**src/rtl/pc_gen_pkg.sv**
```systemverilog
// Shared definitions for the program-counter generator: chip-enable and branch
// levels plus the fetch FSM state encoding.
package pc_gen_pkg;

    localparam logic CHIP_ENABLE  = 1'b1;
    localparam logic CHIP_DISABLE = 1'b0;
    localparam logic BRANCH       = 1'b1;
    localparam logic NOT_BRANCH   = 1'b0;

    typedef enum logic [1:0] {
        ST_OFF     = 2'd0,
        ST_RUN     = 2'd1,
        ST_HOLD    = 2'd2,
        ST_HOLD_BR = 2'd3
    } pc_state_e;

endpackage

```
**src/rtl/pc_gen.sv**
```systemverilog
// Instruction fetch PC generator with stall, branch, flush and a one-deep pending branch.
// Optional macro PC_MISALIGN_CHECK_EN: align redirect targets and pulse misalign_o.
module pc_gen
    import pc_gen_pkg::*;
#(
    parameter int                ADDR_W       = 32,
    parameter int                INST_BYTES   = 4,
    parameter logic [ADDR_W-1:0] RESET_VECTOR = ADDR_W'(32'h0000_0000)
) (
    input  logic              clk,
    input  logic              rst,
    input  logic              stall_i,
    input  logic              branch_flag_i,
    input  logic [ADDR_W-1:0] branch_target_address_i,
    input  logic              flush_i,
    input  logic [ADDR_W-1:0] new_pc_i,
    output logic [ADDR_W-1:0] pc,
    output logic              ce,
    output logic              br_pend_o,
    output logic              misalign_o
);

    localparam logic [ADDR_W-1:0] PC_INC = ADDR_W'(INST_BYTES);

    pc_state_e         state_reg;
    logic [ADDR_W-1:0] pend_addr_reg;

    logic [ADDR_W-1:0] br_addr;
    logic [ADDR_W-1:0] flush_addr;
    logic              br_mis;
    logic              flush_mis;

`ifdef PC_MISALIGN_CHECK_EN
    localparam logic [ADDR_W-1:0] LOW_MASK = ADDR_W'(INST_BYTES - 1);

    assign br_addr    = branch_target_address_i & ~LOW_MASK;
    assign flush_addr = new_pc_i & ~LOW_MASK;
    assign br_mis     = |(branch_target_address_i & LOW_MASK);
    assign flush_mis  = |(new_pc_i & LOW_MASK);
`else
    assign br_addr    = branch_target_address_i;
    assign flush_addr = new_pc_i;
    assign br_mis     = 1'b0;
    assign flush_mis  = 1'b0;
`endif

    always_ff @(posedge clk or negedge rst) begin
        if (!rst) begin
            state_reg     <= ST_OFF;
            pc            <= RESET_VECTOR;
            ce            <= CHIP_DISABLE;
            pend_addr_reg <= '0;
            br_pend_o     <= 1'b0;
            misalign_o    <= 1'b0;
        end else begin
            misalign_o <= 1'b0;
            case (state_reg)
                // First edge out of reset only enables fetch; pc stays at the vector.
                ST_OFF: begin
                    state_reg <= ST_RUN;
                    ce        <= CHIP_ENABLE;
                end
                default: begin
                    if (flush_i) begin
                        pc            <= flush_addr;
                        pend_addr_reg <= '0;
                        br_pend_o     <= 1'b0;
                        misalign_o    <= flush_mis;
                        state_reg     <= ST_RUN;
                    end else if (branch_flag_i == BRANCH) begin
                        misalign_o <= br_mis;
                        if (stall_i) begin
                            // Newer branch while stalled replaces any earlier capture.
                            pend_addr_reg <= br_addr;
                            br_pend_o     <= 1'b1;
                            state_reg     <= ST_HOLD_BR;
                        end else begin
                            pc            <= br_addr;
                            pend_addr_reg <= '0;
                            br_pend_o     <= 1'b0;
                            state_reg     <= ST_RUN;
                        end
                    end else if (state_reg == ST_HOLD_BR && !stall_i) begin
                        pc            <= pend_addr_reg;
                        pend_addr_reg <= '0;
                        br_pend_o     <= 1'b0;
                        state_reg     <= ST_RUN;
                    end else if (stall_i) begin
                        if (state_reg != ST_HOLD_BR) begin
                            state_reg <= ST_HOLD;
                        end
                    end else begin
                        pc        <= pc + PC_INC;
                        state_reg <= ST_RUN;
                    end
                end
            endcase
        end
    end

endmodule

```
**config.mk**
```make
export PLATFORM = sky130hd
export DESIGN_NAME = pc_gen
export DESIGN_NICKNAME = d
export VERILOG_FILES = /design/src/rtl/pc_gen_pkg.sv /design/src/rtl/pc_gen.sv
export SDC_FILE = /design/constraint.sdc
export NUM_CORES = 1
export LEC_CHECK = 0
export BUFFER_PORTS_ARGS = -buffer_cell sky130_fd_sc_hd__buf_2
export CORE_ASPECT_RATIO = 0.75
export CORE_MARGIN = 10
export CORE_UTILIZATION = 60
export CTS_BUF_LIST = sky130_fd_sc_hd__clkbuf_2 sky130_fd_sc_hd__clkbuf_4 sky130_fd_sc_hd__clkbuf_8
export DETAILED_ROUTE_END_ITERATION = 16
export GPL_TIMING_DRIVEN = 0
export HOLD_SLACK_MARGIN = 0.1
export PLACE_DENSITY = 0.89
export SETUP_SLACK_MARGIN = 0.2
export SYNTH_ARGS = -nofsm -noshare
export SYNTH_HDL_FRONTEND = slang
export SYNTH_SLANG_ARGS = --single-unit
```
**constraint.sdc**
```tcl
create_clock -name clk -period 4.3 [get_ports clk]
set_clock_uncertainty 0.15 [all_clocks]
set_input_delay 0.86 -clock clk [delete_from_list [all_inputs] [get_ports clk]]
set_output_delay 0.86 -clock clk [all_outputs]
set_load 0.005 [all_outputs]
```
Word-level counts from Yosys, hierarchy flattened
Cells that the tools add are included.
{"block": "totals", "reg_bits": 68, "input_bits": 69, "out_inout_bits": 35, "elab_cells": 38}
{"block": "classes", "n_addsub": 1, "n_eq_ne": 5, "muxes": 20, "bitwise": 1, "reduce_logical": 6}
{"op": "two-way mux 32 bit", "n": 9}
{"op": "adder 32 x 3 -> 32 bit, second input constant", "n": 1}
{"op": "two-way mux 2 bit", "n": 7}
{"op": "!= test 6 x 1 -> 1 bit, second input constant", "n": 1}
{"op": "two-way mux 1 bit", "n": 4}
{"op": "!= test 3 x 1 -> 1 bit, second input constant", "n": 1}
{"op": "!= test 3 x 2 -> 1 bit, second input constant", "n": 1}
{"op": "AND reduction 3 bit", "n": 1}
{"op": "nonzero test 3 bit", "n": 1}
{"op": "equality test 2 bit, second input constant", "n": 1}
{"op": "logical NOT 2 bit", "n": 1}
{"op": "!= test 2 bit, second input constant", "n": 1}
{"op": "AND reduction 2 bit", "n": 1}
{"op": "logical AND 1 bit", "n": 1}
{"op": "logical NOT 1 bit", "n": 1}
{"op": "inverter 1 bit", "n": 1}

Depth between registers and ports, before layout
Gate-level depths: netlist of run 1.
{"block": "logic_depth", "ltp_word": 7, "depth_mapped": 8, "depth_no_buf": 6}

Worst setup path after synthesis of run 1
No wires, ideal clock.
{"block": "synth_path", "path_type": "input to register", "start": "input port flush_i", "end": "register pc[11]", "setup_ns": 0.069, "arrival_ns": 2.225, "required_ns": 4.081, "slack_ns": 1.856, "cell_stages": 6, "path_buffers": 1, "path_cell_list": "buf_2 > nand2b_1 > o21ai_1 > or3_1 > or4_1 > nand3_1"}
{"block": "synth_via", "elab_chain_cells": 2, "word_cells_on_any_way": 4, "cone_classes": "2 x eq/ne; 1 x mux; 1 x reduce/logical"}
{"item": "from (decl)", "line_no": "pc_gen.sv:15", "source": "input logic flush_i,"}
{"item": "!= test 3 x 1 -> 1 bit (no line) or != test 3 x 2 -> 1 bit (tied branches)"}
{"item": "AND reduction 3 bit (no line)"}
{"item": "to (signal assigned)", "line_no": "pc_gen.sv:65", "source": "pc <= flush_addr;"}
{"item": "to (signal assigned)", "line_no": "pc_gen.sv:78", "source": "pc <= br_addr;"}
{"item": "to (signal assigned)", "line_no": "pc_gen.sv:84", "source": "pc <= pend_addr_reg;"}
{"item": "to (decl)", "line_no": "pc_gen.sv:17", "source": "output logic [ADDR_W-1:0] pc,"}
Several ways; a longest one is shown, not always the timed one.
A chain may end at the register's enable or synchronous reset.

Worst setup path after layout of run 1
{"block": "layout_path", "start": "register pc[3]", "end": "register pc[30]"}
{"block": "layout_via", "elab_chain_cells": 5}
{"item": "adder 32 x 3 -> 32 bit", "line_no": "pc_gen.sv:93", "source": "pc <= pc + PC_INC;"}
{"item": "two-way mux 32 bit", "line_no": "pc_gen.sv:88", "source": "end else if (stall_i) begin"}
{"item": "two-way mux 32 bit", "line_no": "pc_gen.sv:83", "source": "end else if (state_reg == ST_HOLD_BR && !stall_i) begin"}
{"item": "two-way mux 32 bit", "line_no": "pc_gen.sv:70", "source": "end else if (branch_flag_i == BRANCH) begin"}
{"item": "two-way mux 32 bit", "line_no": "pc_gen.sv:64", "source": "if (flush_i) begin"}
Every way passes these cells. The select of a mux whose other input is x is not followed.

==> results by group, run 1 <==
Run status
  – Status: finished, final reports clean

STA
  – RSZ-0062 raised after global routing: no
  – Setup TNS: 0 ns
  – Minimum clock period after layout: 3.069 ns
  – Final Hold Fails: 0
  – Slew Limit Fails: 0
  – Final setup vio count: 0
  – Max-slew headroom: 0.1681
  – Fmax: 325.8 MHz
  – Worst-margin pin slew: 1.237 ns
  – Final period util: 0.7138

Floorplanning
  – # rows: 26
  – Die area: 10620 µm²
  – Height of the die: 91.77 µm
  – Core area: 6734 µm²
  – DIE WIDTH: 115.7 µm
  – Io pins: 104
  – Initial core utilization: 0.6119

Logic synthesis
  – Post-synth EDFFs: 0
  – Register area share after synthesis: 0.4130
  – Library cells used by synthesis: 64
  – Post-Synthesis Cell Area: 4120 µm²
  – Synth top area share: 0.4130
  – Synthesis-stage register bit count: 68
  – Mapped Avg Cell Area: 9.095 µm²
  – Post-synth top cells: dfrtp_1, nand2_1, a32o_1, nor2_1, o21ai_0
  – Post-synth ARST share: 1.000
  – Synth area leader: dfrtp_1
  – Area contributors post-synth: dfrtp_1, a32o_1, o21ai_0
  – Predominant post-synthesis flop cell: dfrtp_1
  – Count leader, synth: dfrtp_1
  – Synth warnings: 0
  – Syn nets: 523
  – Post-Synthesis Cells: 453

Cells and area
  – Util after Layout: 0.7285
  – Final cell count without fillers: 653
  – Reg area: 1702 µm²
  – Layout cells sized above 1: 0.2513
  – Post-layout nets: 634
  – Antenna cells: 0
  – Multi-input logic area: 2193 µm²
  – Area grow syn2layout: 19.07%
  – FILL cells: 543

Global routing
  – Met2 Track Usage GR: 0.4465
  – First-pass GRT wire length: 24470 µm
  – Initial antenna violation count: 0
  – Largest net degree at the start of global routing: 69
  – Total congestion overflow: 0
  – Met3 usage: 0.1048
  – Gr usage total: 0.2901
  – Vias in the first global route: 4717
  – GR peak layer: met2
  – Met1 GRT Util: 0.3620

Route
  – Vias/cell: 7.121
  – Initial drt markers: 671
  – Via count: 4650
  – First-pass iteration count of the detailed router: 6
  – DR WL/cell: 23.43 µm
  – Routed wire length: 15300 µm
  – DRC viols: 0
  – Detail Route Antenna Nets: 0

Pwr
  – Worst vdd ir: 0.0002420 V
  – Pwr dens: 346.1 nW/µm²
  – Lkg Pwr: 0.002135 µW

Place
  – Post-DP HPWL: 11080 µm
  – Placer Congestion: 0.9840
  – Placed cell count: 637
  – Port Buffers: 100

Setup path
  – WP depth: 6
  – Worst Path Class, Setup: reg2reg
  – CP most frequent cell: nand4_1
  – Worst EP arrival: 3.22 ns
  – Worst Path Max Fanout: 7
  – Worst Path Buf+Inv: 0
  – CP Launch Type: register
  – Worst reg2reg path depth: 6
  – Slowest cell on the critical path: nor4_1
  – Crit path max-delay family: simple AND/OR/NAND/NOR gates
  – Crit-path cells: ha_1, nand4_1, nor4_1, nand4_1, a21oi_1, o211a_1
  – CP endpoint kind: register
  – Worst path required time: 4.45 ns
  – CP peak stage delay: 1.10 ns

Hold path
  – Worst hold path type: reg2reg
  – WHS Path Cells: 1

Flow run
  – Max-Cap Viols: 0

Clock network
  – Root buf cell: clkbuf_8
  – H-Tree Depth: 3
  – Post-CTS setup repair buffer count: 0
  – Post_cts resized: 0
  – # hold bufs at CTS: 0
  – # clock sinks: 68
  – Clock Pin Slew Worst Setup and Hold Paths: 0.08 ns
  – TritonCTS Buffers: 9
  – Clock latency on the worst-skew pair: 0.36 ns
  – TritonCTS clock tree: built
  – Clock Path Buffers: 2
[power breakdown]
part / leakage, µW / switching, µW / total [µW] / internal, µW
Combinational: 0.00120 / 245 / 418 / 174
Sequential: 0.000856 / 87.5 / 788 / 700
Clock: 0.0000803 / 270 / 492 / 222
[path summary, 6_finish.rpt]
kind | start | to | slack [ns]
min in group asynchronous | rst | pend_addr_reg[16]$_DFFE_PN0P_ | 0.46
worst max-delay path | pc[3]$_DFFE_PN0P_ | pc[30]$_DFFE_PN0P_ | 1.23
worst min register to register | ce$_DFFE_PN0N_ | ce$_DFFE_PN0N_ | 0.33
worst max register to register | pc[3]$_DFFE_PN0P_ | pc[30]$_DFFE_PN0P_ | 1.23
worst min-delay path | ce$_DFFE_PN0N_ | ce$_DFFE_PN0N_ | 0.33
max in group asynchronous | rst | pend_addr_reg[11]$_DFFE_PN0P_ | 2.95
[placed cells by master (no fill, tap or decap), types with 6 or more instances in the layout]
cell type	synthesis	final
o21ai_0	31	31
nand2_1	40	40
nor2_1	32	32
clkbuf_8	0	10
clkbuf_1	25	25
a221oi_1	15	15
nand3_1	20	20
and3_1	6	6
dfrtp_1	68	68
inv_1	10	10
o211ai_1	10	10
o31ai_1	6	6
nand4_1	12	12
a21oi_1	18	18
buf_2	9	108
a211oi_1	9	9
nor3_1	16	16
a32o_1	34	34
nand2b_1	8	8
[routing by layer]
metal	wire length, µm	vias to the layer above	part of all wire
met3	2243	65	0.15
met1	5740	2177	0.38
met2	6861	412	0.45
met4	457	0	0.030
met5	0	-	0
li1	-	1996	-
[logic make-up (layout without fill, tap and decap cells)]
family | Yosys count | in the layout | synth area share
buffers and inverters | 50 | 166 | 0.05466
AND/OR/NAND/NOR | 160 | 160 | 0.2059
adder cells (fa/ha/maj) | 1 | 1 | 0.003036
multiplexers | 4 | 4 | 0.01063
AO/OA/AOI/OAI | 164 | 164 | 0.3012
flip-flops | 68 | 68 | 0.4130
other | 1 | 1 | 0.0009101
XOR/XNOR | 5 | 5 | 0.01063
[cell type report]
type,instances,area share
multi-input combinational,335,0.4471
buffer,39,0.03749
inverter,11,0.008416
timing repair buffer,100,0.1025
clock buffer,10,0.02805
sequential,68,0.3468
tap,84,0.02142
clock inverter,6,0.008161
[stage by stage]
| step | setup WS (ns) | hold WS, ns | power, µW | cell area, µm² |
|---|---|---|---|---|
| after floorplan | 1.856 | 0.3106 | 1008 | 4120 |
| after global routing | 1.031 | 0.3398 | 1769 | 4906 |
| after CTS | 1.402 | 0.3281 | 1680 | 4906 |
| final | 1.231 | 0.3284 | 1698 | 4906 |
| after global placement | 1.338 | 0.2952 | 1188 | 4726 |
| after detailed placement | 1.313 | 0.3108 | 1203 | 4728 |
Power figures use the tool's default switching activity.
==> run 2, diff against run 1 <==
--- a/config.mk
+++ b/config.mk
@@ -8,12 +8,12 @@
 export BUFFER_PORTS_ARGS = -buffer_cell sky130_fd_sc_hd__buf_2
 export CORE_ASPECT_RATIO = 0.75
 export CORE_MARGIN = 10
-export CORE_UTILIZATION = 60
+export CORE_UTILIZATION = 55
 export CTS_BUF_LIST = sky130_fd_sc_hd__clkbuf_2 sky130_fd_sc_hd__clkbuf_4 sky130_fd_sc_hd__clkbuf_8
 export DETAILED_ROUTE_END_ITERATION = 16
 export GPL_TIMING_DRIVEN = 0
 export HOLD_SLACK_MARGIN = 0.1
-export PLACE_DENSITY = 0.89
+export PLACE_DENSITY = 0.82
 export SETUP_SLACK_MARGIN = 0.2
 export SYNTH_ARGS = -nofsm -noshare
 export SYNTH_HDL_FRONTEND = slang
==> constraint.sdc (replaced) <==
create_clock -name clk -period 2.9 [get_ports clk]
set_clock_uncertainty 0.15 [all_clocks]
set_input_delay 0.58 -clock clk [delete_from_list [all_inputs] [get_ports clk]]
set_output_delay 0.58 -clock clk [all_outputs]
set_load 0.005 [all_outputs]
==> run 2 against run 1 <==
Against the previous run: register-to-register slack got worse by 0.91 ns; combinational power is 49% higher; cell count is 2.6% higher; largest cell class unchanged; critical endpoint is now pc[26]$_DFFE_PN0P_; first-iteration DRC count is 20% higher; worst setup slack lost 0.91 ns; core utilization down 5.3 points.
==> results by group, run 2 (same netlist as run 1, synthesis figures left out) <==
Global routing
  – Vias in the first global route: 4525
  – Total congestion overflow: 0
  – Initial antenna violation count: 0
  – Largest net degree at the start of global routing: 69
  – First-pass GRT wire length: 24160 µm
  – Gr usage total: 0.2685

Pwr
  – P_int: 1668 µW
  – Pwr dens: 511.0 nW/µm²
  – Lkg Pwr: 0.002152 µW
  – P_sw: 861.8 µW
  – Sw Ratio: 0.3407
  – Part of the power in registers: 0.463
  – Comb power frac: 0.245
  – Worst vdd ir: 0.0003321 V
  – Clk pwr share: 0.292

Setup path
  – FF-to-FF Start: pc[2]$_DFFE_PN0P_
  – Worst EP arrival: 2.67 ns
  – CP Launch Type: register
  – Reg2reg setup slack: 0.32 ns
  – Worst Path Max Fanout: 8
  – Worst R2R End: pc[26]$_DFFE_PN0P_
  – Worst Path Class, Setup: reg2reg
  – Worst reg2reg path depth: 6
  – Worst path required time: 2.99 ns
  – CP endpoint kind: register

Run status
  – Status: finished, final reports clean

Clock network
  – # clock sinks: 68
  – Clock latency on the worst-skew pair: 0.36 ns
  – TritonCTS clock tree: built
  – Clock Path Buffers: 2
  – Root buf cell: clkbuf_8
  – TritonCTS Buffers: 9
  – Clock Pin Slew Worst Setup and Hold Paths: 0.07 ns
  – H-Tree Depth: 3

Route
  – Initial drt markers: 806
  – DR WL/cell: 23.06 µm
  – First-pass iteration count of the detailed router: 5
  – Vias/cell: 6.949
  – DRC viols: 0
  – Detail Route Antenna Nets: 0
  – Via count: 4656
  – Routed wire length: 15450 µm

STA
  – Final setup vio count: 0
  – Minimum clock period after layout: 2.581 ns
  – Fmax: 387.5 MHz
  – Post-route setup slack: 0.3192 ns
  – Max-slew headroom: 0.3112
  – Final Hold Fails: 0
  – Final period util: 0.8899
  – RSZ-0062 raised after global routing: no
  – Worst-margin pin slew: 1.027 ns
  – Slew Limit Fails: 0

Cells and area
  – Layout cells sized above 1: 0.2601
  – Util after Layout: 0.6754
  – Multi-input logic area: 2208 µm²
  – Leading cell type in the layout, fill and taps excluded: buf_2
  – Post-layout nets: 635
  – Antenna cells: 0
  – Area grow syn2layout: 20.16%
  – Design Area, Final: 4951 µm²
  – Final cell count without fillers: 670
  – FILL cells: 652
  – Most frequent cells in the layout: buf_2, dfrtp_1, nand2_1
  – Reg area: 1704 µm²

Hold path
  – Worst hold path type: in2async

Floorplanning
  – Initial core utilization: 0.5620
  – Core area: 7331 µm²
  – Die area: 11390 µm²
  – Height of the die: 94.96 µm
  – # rows: 27
  – Io pins: 104
  – DIE WIDTH: 119.9 µm

Place
  – Post-DP HPWL: 11250 µm
  – Placer Congestion: 0.9863
  – Port Buffers: 100
  – Area after DPL: 4750 µm²
  – DP Worst Slack: -0.03113 ns
  – Placed cell count: 654

Flow run
  – Max-Cap Viols: 0
run 2: cell count changes in the layout (fill, tap and decap cells not counted), sizes merged:
cell,delta
buf,+1
clkbuf,+3
clkinvlp,-4
run 2: power groups by stage:
stage,logic (µW),registers [µW],clock network [µW]
floorplan,339,1160,0
global placement,588,1170,0
detailed placement,604,1180,0
CTS,609,1160,740
global route,679,1180,783
finish,621,1170,739
run 2: area by class of cell:
type                            count  area share
Clock buffer                       13     0.03361
Multi-Input combinational cell    335      0.4460
Tap cell                          101     0.02552
Timing Repair Buffer              101      0.1031
Sequential cell                    68      0.3442
Clock inverter                      2    0.002022
Inverter                           11    0.008340
Buffer                             39     0.03715
run 2: worst max path at each step:
| stage | cells past startpoint | startpoint | endpoint |
|---|---|---|---|
| after floorplan | 6 | pc[2]$_DFFE_PN0P_ | pc[26]$_DFFE_PN0P_ |
| after global placement | 6 | pc[2]$_DFFE_PN0P_ | pc[30]$_DFFE_PN0P_ |
| after detailed placement | 6 | pc[3]$_DFFE_PN0P_ | pc[30]$_DFFE_PN0P_ |
| after CTS | 6 | pc[3]$_DFFE_PN0P_ | pc[26]$_DFFE_PN0P_ |
| after global routing | 6 | pc[3]$_DFFE_PN0P_ | pc[26]$_DFFE_PN0P_ |
| final | 6 | pc[2]$_DFFE_PN0P_ | pc[26]$_DFFE_PN0P_ |
run 2: worst max-delay path, stage by stage, from the launching register on:
cell     delay [ns]
dfrtp_2        0.49
ha_2           0.31
nand4_1        0.24
or4_4          0.58
nor2_2         0.24
a31oi_1        0.13
o32a_1         0.32
run 2: what timing repair did:
| item | CTS | global route |
|---|---|---|
| setup endpoints to repair | 5 | 6 |
| buffers inserted | 0 | 1 |
| gates resized for setup | 2 | 3 |
| pin swaps | 0 | 0 |
| hold buffers | 0 | 0 |
| cloned | 0 | 0 |
run 2: metal layers:
layer,GRT usage,routed length (µm),vias up
met1,0.3463,5925,2198
li1,-,-,1999
met5,0,0,-
met4,0.09118,441,0
met2,0.4164,6733,405
met3,0.09058,2353,54
run 2: per-stage QoR:
stage	total power, µW	hold WS, ns	TNS (ns)
2_1_floorplan	1495	0.1344	0
3_3_place_gp	1763	0.2969	0
3_5_place_dp	1783	0.3333	-0.03113
4_1_cts	2511	0.2216	0
5_1_grt	2643	0.2484	0
6_report	2530	0.1867	0
==> run 3, diff against run 2 <==
--- a/config.mk
+++ b/config.mk
@@ -14,6 +14,7 @@
 export GPL_TIMING_DRIVEN = 0
 export HOLD_SLACK_MARGIN = 0.1
 export PLACE_DENSITY = 0.82
+export RECOVER_POWER = 50
 export SETUP_SLACK_MARGIN = 0.2
 export SYNTH_ARGS = -nofsm -noshare
 export SYNTH_HDL_FRONTEND = slang
==> run 3 against run 2 <==
Against the previous run: highest routed layer unchanged; clock-buffer cell count is the same; the flow now finishes with violations (max-capacitance violations, max-slew violations); maximum frequency about the same; non-clock buffer count unchanged; die area unchanged.
==> results by group, run 3 (same netlist as run 1, synthesis figures left out) <==
Setup path
  – CP Launch Type: register
  – Worst Path Max Fanout: 8
  – Worst path required time: 2.99 ns
  – Worst EP arrival: 2.67 ns
  – Worst Path Class, Setup: reg2reg
  – Crit-path cells: ha_2, nand4_1, or4_4, nor2_2, a31oi_1, o32a_1
  – Worst reg2reg path depth: 6
  – CP peak stage delay: 0.58 ns
  – Slowest cell on the critical path: or4_4
  – CP endpoint kind: register

Route
  – Routed wire length: 15460 µm
  – Initial drt markers: 782
  – Via count: 4651
  – DRC viols: 0
  – Vias/cell: 6.942
  – DR WL/cell: 23.07 µm
  – Detail Route Antenna Nets: 0
  – First-pass iteration count of the detailed router: 6

Clock network
  – TritonCTS clock tree: built
  – TritonCTS Buffers: 9
  – # hold bufs at CTS: 0
  – Clock Pin Slew Worst Setup and Hold Paths: 0.08 ns
  – Root buf cell: clkbuf_8
  – Clock Path Buffers: 2
  – Clock latency on the worst-skew pair: 0.37 ns
  – H-Tree Depth: 3
  – # clock sinks: 68

Cells and area
  – Layout cells sized above 1: 0.2337
  – Post-layout nets: 635
  – Leading cell type in the layout, fill and taps excluded: buf_2
  – Antenna cells: 0
  – Util after Layout: 0.6725
  – Area grow syn2layout: 19.65%
  – Most frequent cells in the layout: buf_2, dfrtp_1, clkbuf_1, nand2_1, a32o_1
  – Design Area, Final: 4930 µm²

Floorplanning
  – Die area: 11390 µm²
  – Io pins: 104
  – Core area: 7331 µm²
  – Initial core utilization: 0.5620
  – DIE WIDTH: 119.9 µm
  – Height of the die: 94.96 µm
  – # rows: 27

Global routing
  – Initial antenna violation count: 0
  – Largest net degree at the start of global routing: 69
  – Total congestion overflow: 0
  – First-pass GRT wire length: 24160 µm
  – Vias in the first global route: 4525
  – Gr usage total: 0.2685

Place
  – Post-DP HPWL: 11250 µm
  – DP Worst Slack: -0.03113 ns
  – Placer Congestion: 0.9863
  – Port Buffers: 100
  – Area after DPL: 4750 µm²

Pwr
  – Worst vdd ir: 0.0003311 V
  – Total power: 2525 µW
  – Pwr dens: 512.1 nW/µm²
  – Lkg Pwr: 0.002108 µW

STA
  – WHS: 0.3296 ns
  – Slew Limit Fails: 69
  – Fmax: 387.2 MHz
  – Minimum clock period after layout: 2.583 ns
  – Worst-margin pin slew: 1.748 ns
  – Final period util: 0.8905
  – Post-route setup slack: 0.3175 ns
  – Final Hold Fails: 0
  – Max-slew headroom: -0.1655
  – Final setup vio count: 0
  – RSZ-0062 raised after global routing: no

Hold path
  – Worst hold path type: in2reg
  – WHS Path Cells: 2

Flow run
  – Max-Cap Viols: 1

Run status
  – Status: finished, violations left
  – Failing checks: max-capacitance violations, max-slew violations
run 3: worst max-delay path: cells and delay by family, from the launching register on:
family / cells / cell delay [ns]
simple gates: 3 / 1.07
compound gates: 2 / 0.45
flops: 1 / 0.49
fa+ha+maj: 1 / 0.31
run 3: layout make-up:
class / count / area, µm²
multi-input combinational: 335 / 2208
fill: 661 / 2401
clock buffer: 13 / 166.4
inverter: 11 / 41.29
buffer: 39 / 182.7
sequential: 68 / 1704
tap: 101 / 126.4
clock inverter: 2 / 10.01
timing repair buffer: 101 / 490.5
run 3: repair_timing:
| action | 4_1_cts | 5_1_grt |
|---|---|---|
| endpoints found under the setup margin | 5 | 6 |
| setup buffers | 0 | 1 |
| resized for setup | 2 | 3 |
run 3: routing by layer:
| metal | track usage | vias to the layer above | wire (µm) |
|---|---|---|---|
| met5 | 0 | - | 0 |
| met1 | 0.3463 | 2184 | 5939 |
| met3 | 0.09058 | 50 | 2303 |
| li1 | - | 2004 | - |
| met4 | 0.09118 | 0 | 395 |
| met2 | 0.4164 | 413 | 6820 |
run 3: stage by stage:
step	std cells	setup TNS (ns)
after global routing	670	0
final	670	0
after global placement	654	0
after floorplan	453	0
after CTS	669	0
after detailed placement	654	-0.03113
run 3: report_power, final:
part	internal, µW	total (µW)	leakage, µW	switching [µW]
Combinational	251	613	0.00116	362
Sequential	1040	1170	0.000854	132
Clock	369	740	0.0000961	371
run 3: worst paths after layout:
kind                       slack [ns]                            end                           from
setup reg to reg                 0.32             pc[26]$_DFFE_PN0P_              pc[2]$_DFFE_PN0P_
min in group asynchronous        0.53   pend_addr_reg[9]$_DFFE_PN0P_                            rst
setup / recovery                 0.32             pc[26]$_DFFE_PN0P_              pc[2]$_DFFE_PN0P_
max in group asynchronous        0.90              pc[3]$_DFFE_PN0P_                            rst
hold reg to reg                  0.35  pend_addr_reg[29]$_DFFE_PN0P_  pend_addr_reg[29]$_DFFE_PN0P_
hold / removal                   0.33  pend_addr_reg[11]$_DFFE_PN0P_    branch_target_address_i[11]
